File: src/rtl/serial_subtractor_if.sv
// Operand/result handshake bundle for serial_subtractor.
// The producer and consumer side drives through master; the subtractor connects to slave.
interface serial_subtractor_if #(
   parameter int N = 8
);
   logic         in_valid;
   logic         in_ready;
   logic [N-1:0] a;
   logic [N-1:0] b;
   logic         bin;
   logic         out_valid;
   logic         out_ready;
   logic [N-1:0] diff;
   logic         bout;
   logic         busy;

   modport master (
      output in_valid, a, b, bin, out_ready,
      input  in_ready, out_valid, diff, bout, busy
   );

   modport slave (
      input  in_valid, a, b, bin, out_ready,
      output in_ready, out_valid, diff, bout, busy
   );
endinterface

File: src/rtl/serial_subtractor.sv
// Digit-serial unsigned subtractor: diff = a - b - bin, DIGIT bits per clock, LSB first,
// with the borrow rippling between slices exactly like a ripple-borrow chain.
module serial_subtractor #(
   parameter int N     = 8,
   parameter int DIGIT = 1
) (
   input  logic                clk,
   input  logic                rst_n,
   serial_subtractor_if.slave  bus
);
   localparam int NSL   = N / DIGIT;
   localparam int CNT_W = (NSL > 1) ? $clog2(NSL) : 1;

   localparam logic [1:0] S_IDLE = 2'd0;
   localparam logic [1:0] S_RUN  = 2'd1;
   localparam logic [1:0] S_DONE = 2'd2;

   generate
      if ((DIGIT < 1) || ((N % DIGIT) != 0)) begin : g_bad_digit
         $error("serial_subtractor: DIGIT must be >= 1 and divide N");
      end
   endgenerate

   // Returns {borrow_out, difference} for one DIGIT-wide slice; the sign bit is the borrow.
   function automatic logic [DIGIT:0] sub_slice(
      input logic [DIGIT-1:0] x,
      input logic [DIGIT-1:0] y,
      input logic             bi
   );
      sub_slice = {1'b0, x} - {1'b0, y} - {{DIGIT{1'b0}}, bi};
   endfunction

   logic [1:0]       state_r;
   logic [1:0]       state_s;
   logic [CNT_W-1:0] cnt_r;
   logic [N-1:0]     a_r;
   logic [N-1:0]     b_r;
   logic             borrow_r;
   logic [N-1:0]     diff_r;
   logic             bout_r;
   logic             in_ready_r;
   logic             out_valid_r;
   logic             busy_r;
   logic [DIGIT:0]   slice_s;
   logic             last_s;

   // Current slice result and end-of-operand detection.
   always_comb begin
      slice_s = sub_slice(a_r[cnt_r*DIGIT +: DIGIT], b_r[cnt_r*DIGIT +: DIGIT], borrow_r);
      last_s  = (cnt_r == CNT_W'(NSL - 1));
   end

   // Next-state logic for IDLE -> RUN -> DONE -> IDLE.
   always_comb begin
      state_s = state_r;
      case (state_r)
         S_IDLE: begin
            if (bus.in_valid) state_s = S_RUN;
            else              state_s = S_IDLE;
         end
         S_RUN: begin
            if (last_s) state_s = S_DONE;
            else        state_s = S_RUN;
         end
         S_DONE: begin
            if (bus.out_ready) state_s = S_IDLE;
            else               state_s = S_DONE;
         end
         default: state_s = S_IDLE;
      endcase
   end

   // State, datapath registers and registered handshake outputs.
   always_ff @(posedge clk or negedge rst_n) begin
      if (!rst_n) begin
         state_r     <= S_IDLE;
         cnt_r       <= '0;
         a_r         <= '0;
         b_r         <= '0;
         borrow_r    <= 1'b0;
         diff_r      <= '0;
         bout_r      <= 1'b0;
         in_ready_r  <= 1'b1;
         out_valid_r <= 1'b0;
         busy_r      <= 1'b0;
      end else begin
         state_r     <= state_s;
         in_ready_r  <= (state_s == S_IDLE);
         out_valid_r <= (state_s == S_DONE);
         busy_r      <= (state_s != S_IDLE);
         case (state_r)
            S_IDLE: begin
               if (bus.in_valid) begin
                  a_r      <= bus.a;
                  b_r      <= bus.b;
                  borrow_r <= bus.bin;
                  cnt_r    <= '0;
               end
            end
            S_RUN: begin
               diff_r[cnt_r*DIGIT +: DIGIT] <= slice_s[DIGIT-1:0];
               borrow_r                     <= slice_s[DIGIT];
               // Counter parks at zero after the final slice so it never passes NSL-1.
               if (last_s) begin
                  bout_r <= slice_s[DIGIT];
                  cnt_r  <= '0;
               end else begin
                  cnt_r  <= cnt_r + CNT_W'(1);
               end
            end
            default: ;
         endcase
      end
   end

   assign bus.in_ready  = in_ready_r;
   assign bus.out_valid = out_valid_r;
   assign bus.busy      = busy_r;
   assign bus.diff      = diff_r;
   assign bus.bout      = bout_r;
endmodule

File: src/flat_wrapper.sv
// flat-port wrapper written by rule: the top's interface ports become plain ports
module serial_subtractor_flat 
#(
   parameter int N     = 8,
   parameter int DIGIT = 1
)
  (clk, rst_n, bus_in_valid, bus_a, bus_b, bus_bin, bus_out_ready, bus_in_ready, bus_out_valid, bus_diff, bus_bout, bus_busy);
  serial_subtractor_if #(.N(N)) bus_i ();
  input  logic clk;
  input  logic rst_n;
  input wire logic [$bits(bus_i.in_valid)-1:0] bus_in_valid;
  input wire logic [$bits(bus_i.a)-1:0] bus_a;
  input wire logic [$bits(bus_i.b)-1:0] bus_b;
  input wire logic [$bits(bus_i.bin)-1:0] bus_bin;
  input wire logic [$bits(bus_i.out_ready)-1:0] bus_out_ready;
  output wire logic [$bits(bus_i.in_ready)-1:0] bus_in_ready;
  output wire logic [$bits(bus_i.out_valid)-1:0] bus_out_valid;
  output wire logic [$bits(bus_i.diff)-1:0] bus_diff;
  output wire logic [$bits(bus_i.bout)-1:0] bus_bout;
  output wire logic [$bits(bus_i.busy)-1:0] bus_busy;
  assign bus_i.in_valid = bus_in_valid;
  assign bus_i.a = bus_a;
  assign bus_i.b = bus_b;
  assign bus_i.bin = bus_bin;
  assign bus_i.out_ready = bus_out_ready;
  assign bus_in_ready = bus_i.in_ready;
  assign bus_out_valid = bus_i.out_valid;
  assign bus_diff = bus_i.diff;
  assign bus_bout = bus_i.bout;
  assign bus_busy = bus_i.busy;
  serial_subtractor #(.N(N), .DIGIT(DIGIT)) u_core (.clk(clk), .rst_n(rst_n), .bus(bus_i));
endmodule
File: config.mk
export PLATFORM = sky130hd
export DESIGN_NAME = serial_subtractor_flat
export DESIGN_NICKNAME = d
export VERILOG_FILES = /design/src/rtl/serial_subtractor_if.sv /design/src/rtl/serial_subtractor.sv /design/src/flat_wrapper.sv
export SDC_FILE = /design/constraint.sdc
export NUM_CORES = 1
export LEC_CHECK = 0
export BUFFER_PORTS_ARGS = -buffer_cell sky130_fd_sc_hd__buf_4
export CORE_MARGIN = 4
export CORE_UTILIZATION = 54
export CTS_CLUSTER_SIZE = 14
export DETAILED_ROUTE_END_ITERATION = 6
export PLACE_DENSITY_LB_ADDON = 0.08
export REMOVE_ABC_BUFFERS = 1
export SYNTH_ARGS = -nofsm -noshare
export SYNTH_HDL_FRONTEND = slang
export SYNTH_SLANG_ARGS = --single-unit
File: constraint.sdc
create_clock -name clk -period 2.95 [get_ports clk]
set_clock_uncertainty 0.2 [all_clocks]
set_input_delay 0.1475 -clock clk [delete_from_list [all_inputs] [get_ports clk]]
set_output_delay 0.1475 -clock clk [all_outputs]
set_load 0.005 [all_outputs]
==> key figures <==
Run status
  – Status: finished clean

Die
  – Die X: 63.8 um
  – CORE AREA: 2850 um^2
  – Die area: 4070 um^2
  – Site Rows: 19
  – Starting Density: 58.9%
  – I/O pins: 33
  – Die height: 63.8 um

Synth
  – Main combinational cell family by area after synthesis: multiplexers
  – Ys async rst share: 100%
  – Part of the Yosys area used for sequential elements: 50.7%
  – Adder-Cell Fraction of Synth Area: 5.66%
  – Mux contribution to synthesized area: between 20 and 30%
  – Synth unique cells: 31
  – Post-synthesis simple-gate area fraction: 10.1%
  – Post-Synthesis Cells: 121
  – XOR/XNOR Fraction of Synth Area: 0%
  – Synth Cell Area: 1680 um^2
  – Post-synth EDFFs: 0
  – Post-synth top flop: dfrtp_1
  – Complex-gate fraction of the synthesized area: ~3.4%
  – Average size of a mapped cell: 13.9 um^2
  – Number of synthesized register bits: 34
  – Yosys warnings: 0

Route
  – Vias per cell: 5.55
  – Via Count: about 1100
  – Drc violations: 0
  – DRT Pass-1 Iters: 4
  – Post-route ant nets: 0
  – Iter 0 DRT Violations: 20
  – WL final: 3260 um
  – Routed len/inst: 15.8 um

Clock tree
  – TritonCTS buffer count: 5
  – Worst-skew pair later-pin latency: 0.33 ns
  – Setup Buffers After CTS: 0
  – # H-tree levels: 2
  – Reg clk slew, reported paths: around 0.10 ns
  – Clock Path Buffers: 2
  – Clk sinks: 34
  – CTS tree: yes
  – Root Driver: clkbuf_4

Setup path
  – CP startpoint kind: flop
  – Highest-delay cell along the critical path: mux4_1
  – Crit-path leading delay family: multiplexers
  – CP Cell Sequence: mux4_1 -> nand2_1 -> nand2_1 -> fa_1 -> nor4b_1 -> mux2_1
  – Req. time, crit path: 3.03 ns
  – Most used cell, CP: nand2_1
  – WS Path Type: flop to flop
  – Crit path DAT: 2.69 ns
  – Worst setup EP type: flop
  – Largest incremental delay on the critical path: 0.59 ns
  – CP Max Fanout: 11
  – Worst Path Buf+Inv: 0

Placement
  – DP HPWL: 2110 um
  – Gpl congestion: 0.791
  – Port buffer count: 32
  – Placed Cells: between 150 and 200

Pwr
  – Lkg Pwr: approximately 1.1 nW
  – Peak supply drop: approximately 0.57 mV
  – Logic pwr share: a little under half
  – Sequential Power Share: between 30 and 40%
  – Sw Share: 34.9%
  – Clk pwr share: 12.7%
  – NetSw: between 0.0007 and 0.0008 W
  – Pwr/cell area: 975 nW/um^2
  – Power Internal: 0.00138 W

Finish
  – Layout area overhead: 29.6%
  – Commonest non-fill, non-tap cell in the layout: buf_4
  – Layout cell share with drive strength beyond 1: 33.5%
  – Most frequent cells in the layout: 33 x buf_4, 32 x dfrtp_1, 20 x dlygate4sd3_1
  – Layout Cells excl Fill: slightly above 200
  – Diode count: 0
  – Nets: 203

STA
  – RSZ-0062 raised after global routing: no
  – Tcrit/Tclk final: 88.6%
  – Clock period minus worst slack: about 2.6 ns
  – Fin. Hold Viols: 0
  – Max Clk Rate: 0.383 GHz
  – Max Slew Vio Count: 0
  – Worst-Margin Slew: 0.496 ns
  – Total negative slack: 0 ns
  – Slew margin rel.: 66.9%
  – Count of final setup violators: 0

GRT
  – Initial antenna violation count: 0
  – Vias in the first global route: about 1200
  – GRT Overall Usage: 18.1%
  – Total gr overflow: 0
  – Pin count of the biggest net entering global routing: 35
  – First-pass GRT wire length: between 5000 and 6000 um

Flow run
  – Max_cap viols: 0

Min path
  – Worst hold path class: primary input to asynchronous set/reset pin
## through the flow
stage / util [%] / power (W) / hold slack, ns / cell area [um^2] / setup slack [ns]
floorplan: - / 0.00153 / -0.348 / 1630 / 0.492
global placement: 67.1 / 0.00181 / -0.0924 / 1920 / 0.360
detailed placement: 67.1 / 0.00185 / -0.0759 / 1920 / 0.240
CTS: 76.3 / 0.00214 / 0.0883 / 2180 / 0.214
global route: 76.3 / 0.00230 / 0.105 / 2180 / 0.111
finish: 76.3 / 0.00212 / 0.0814 / 2180 / 0.336
## final timing paths
path,endpoint,depth (start not counted),from,slack (ns)
max,u_core.bus.diff[1],6,u_core.cnt_r[0],0.34
min,u_core.bus.out_valid,2,rst_n,0.08
max reg2reg,u_core.bus.diff[1],6,u_core.cnt_r[0],0.34
min reg2reg,u_core.bus.diff[7],1,u_core.bus.diff[7],0.30
max in group asynchronous,u_core.bus.in_ready,2,rst_n,2.14
min in group clk,u_core.bus.diff[7],1,u_core.bus.diff[7],0.30
## synthesized netlist by cell type (2+ instances only)
cell,number,area [um^2]
ha_1,6,75.1
mux4_1,4,105
nor2b_1,3,18.8
nor2_1,2,7.51
nand4_1,3,18.8
mux2_1,6,67.6
inv_1,6,22.5
nand2_1,11,41.3
mux2i_1,3,30.0
mux2_4,10,150
o21ai_0,2,10.0
mux2_2,7,78.8
nor4b_1,3,26.3
dfrtp_1,33,826
buf_6,3,33.8
buf_2,2,10.0
nand4b_1,3,26.3
## timing repair
item,CTS,global route
hold buffers,20,0
setup endpoints to repair,0,2
resized for setup,0,1
endpoints found under the hold margin,55,0
## area by class of cell
cell class | instances | area [um^2]
Multi-Input combinational cell | 75 | 754
Tap cell | 31 | 38.8
Timing Repair Buffer | 53 | 448
Inverter | 6 | 22.5
Sequential cell | 34 | 853
Clock inverter | 1 | 5.00
Clock buffer | 7 | 55.1
Fill cell | 160 | 676
## registers in the layout, indices dropped and copies added (netlist names)
name and flops:
u_core.a_r 8, u_core.bus.busy 1, u_core.bus.out_valid 1, u_core.bus.diff 8, u_core.borrow_r 1, u_core.state_r 2
u_core.b_r 8, u_core.bus.in_ready 1, u_core.cnt_r 3, u_core.bus.bout 1
## cells by family after synthesis
kind of cell / after synthesis
simple gates: 30
compound gates: 8
fa+ha+maj: 7
mux: 30
flops: 34
buf+inv: 12
## power by group through the flow
| stage | registers, W | logic [W] | clock network [W] |
|---|---|---|---|
| 2_1_floorplan | 0.000808 | 0.000724 | 0 |
| 3_3_place_gp | 0.000846 | 0.000963 | 0 |
| 3_5_place_dp | 0.000860 | 0.000987 | 0 |
| 4_1_cts | 0.000850 | 0.00101 | 0.000278 |
| 5_1_grt | 0.000877 | 0.00112 | 0.000303 |
| 6_report | 0.000848 | 0.00100 | 0.000270 |
## metal layers
| metal | share of wire, % | global-route usage [%] |
|---|---|---|
| met2 | 52 | 31.5 |
| met5 | 0 | 0 |
| met4 | 1.3 | 4.85 |
| met1 | 42 | 21.6 |
| met3 | 5.3 | 5.95 |
No activity file was read; power rests on OpenSTA's default activity.
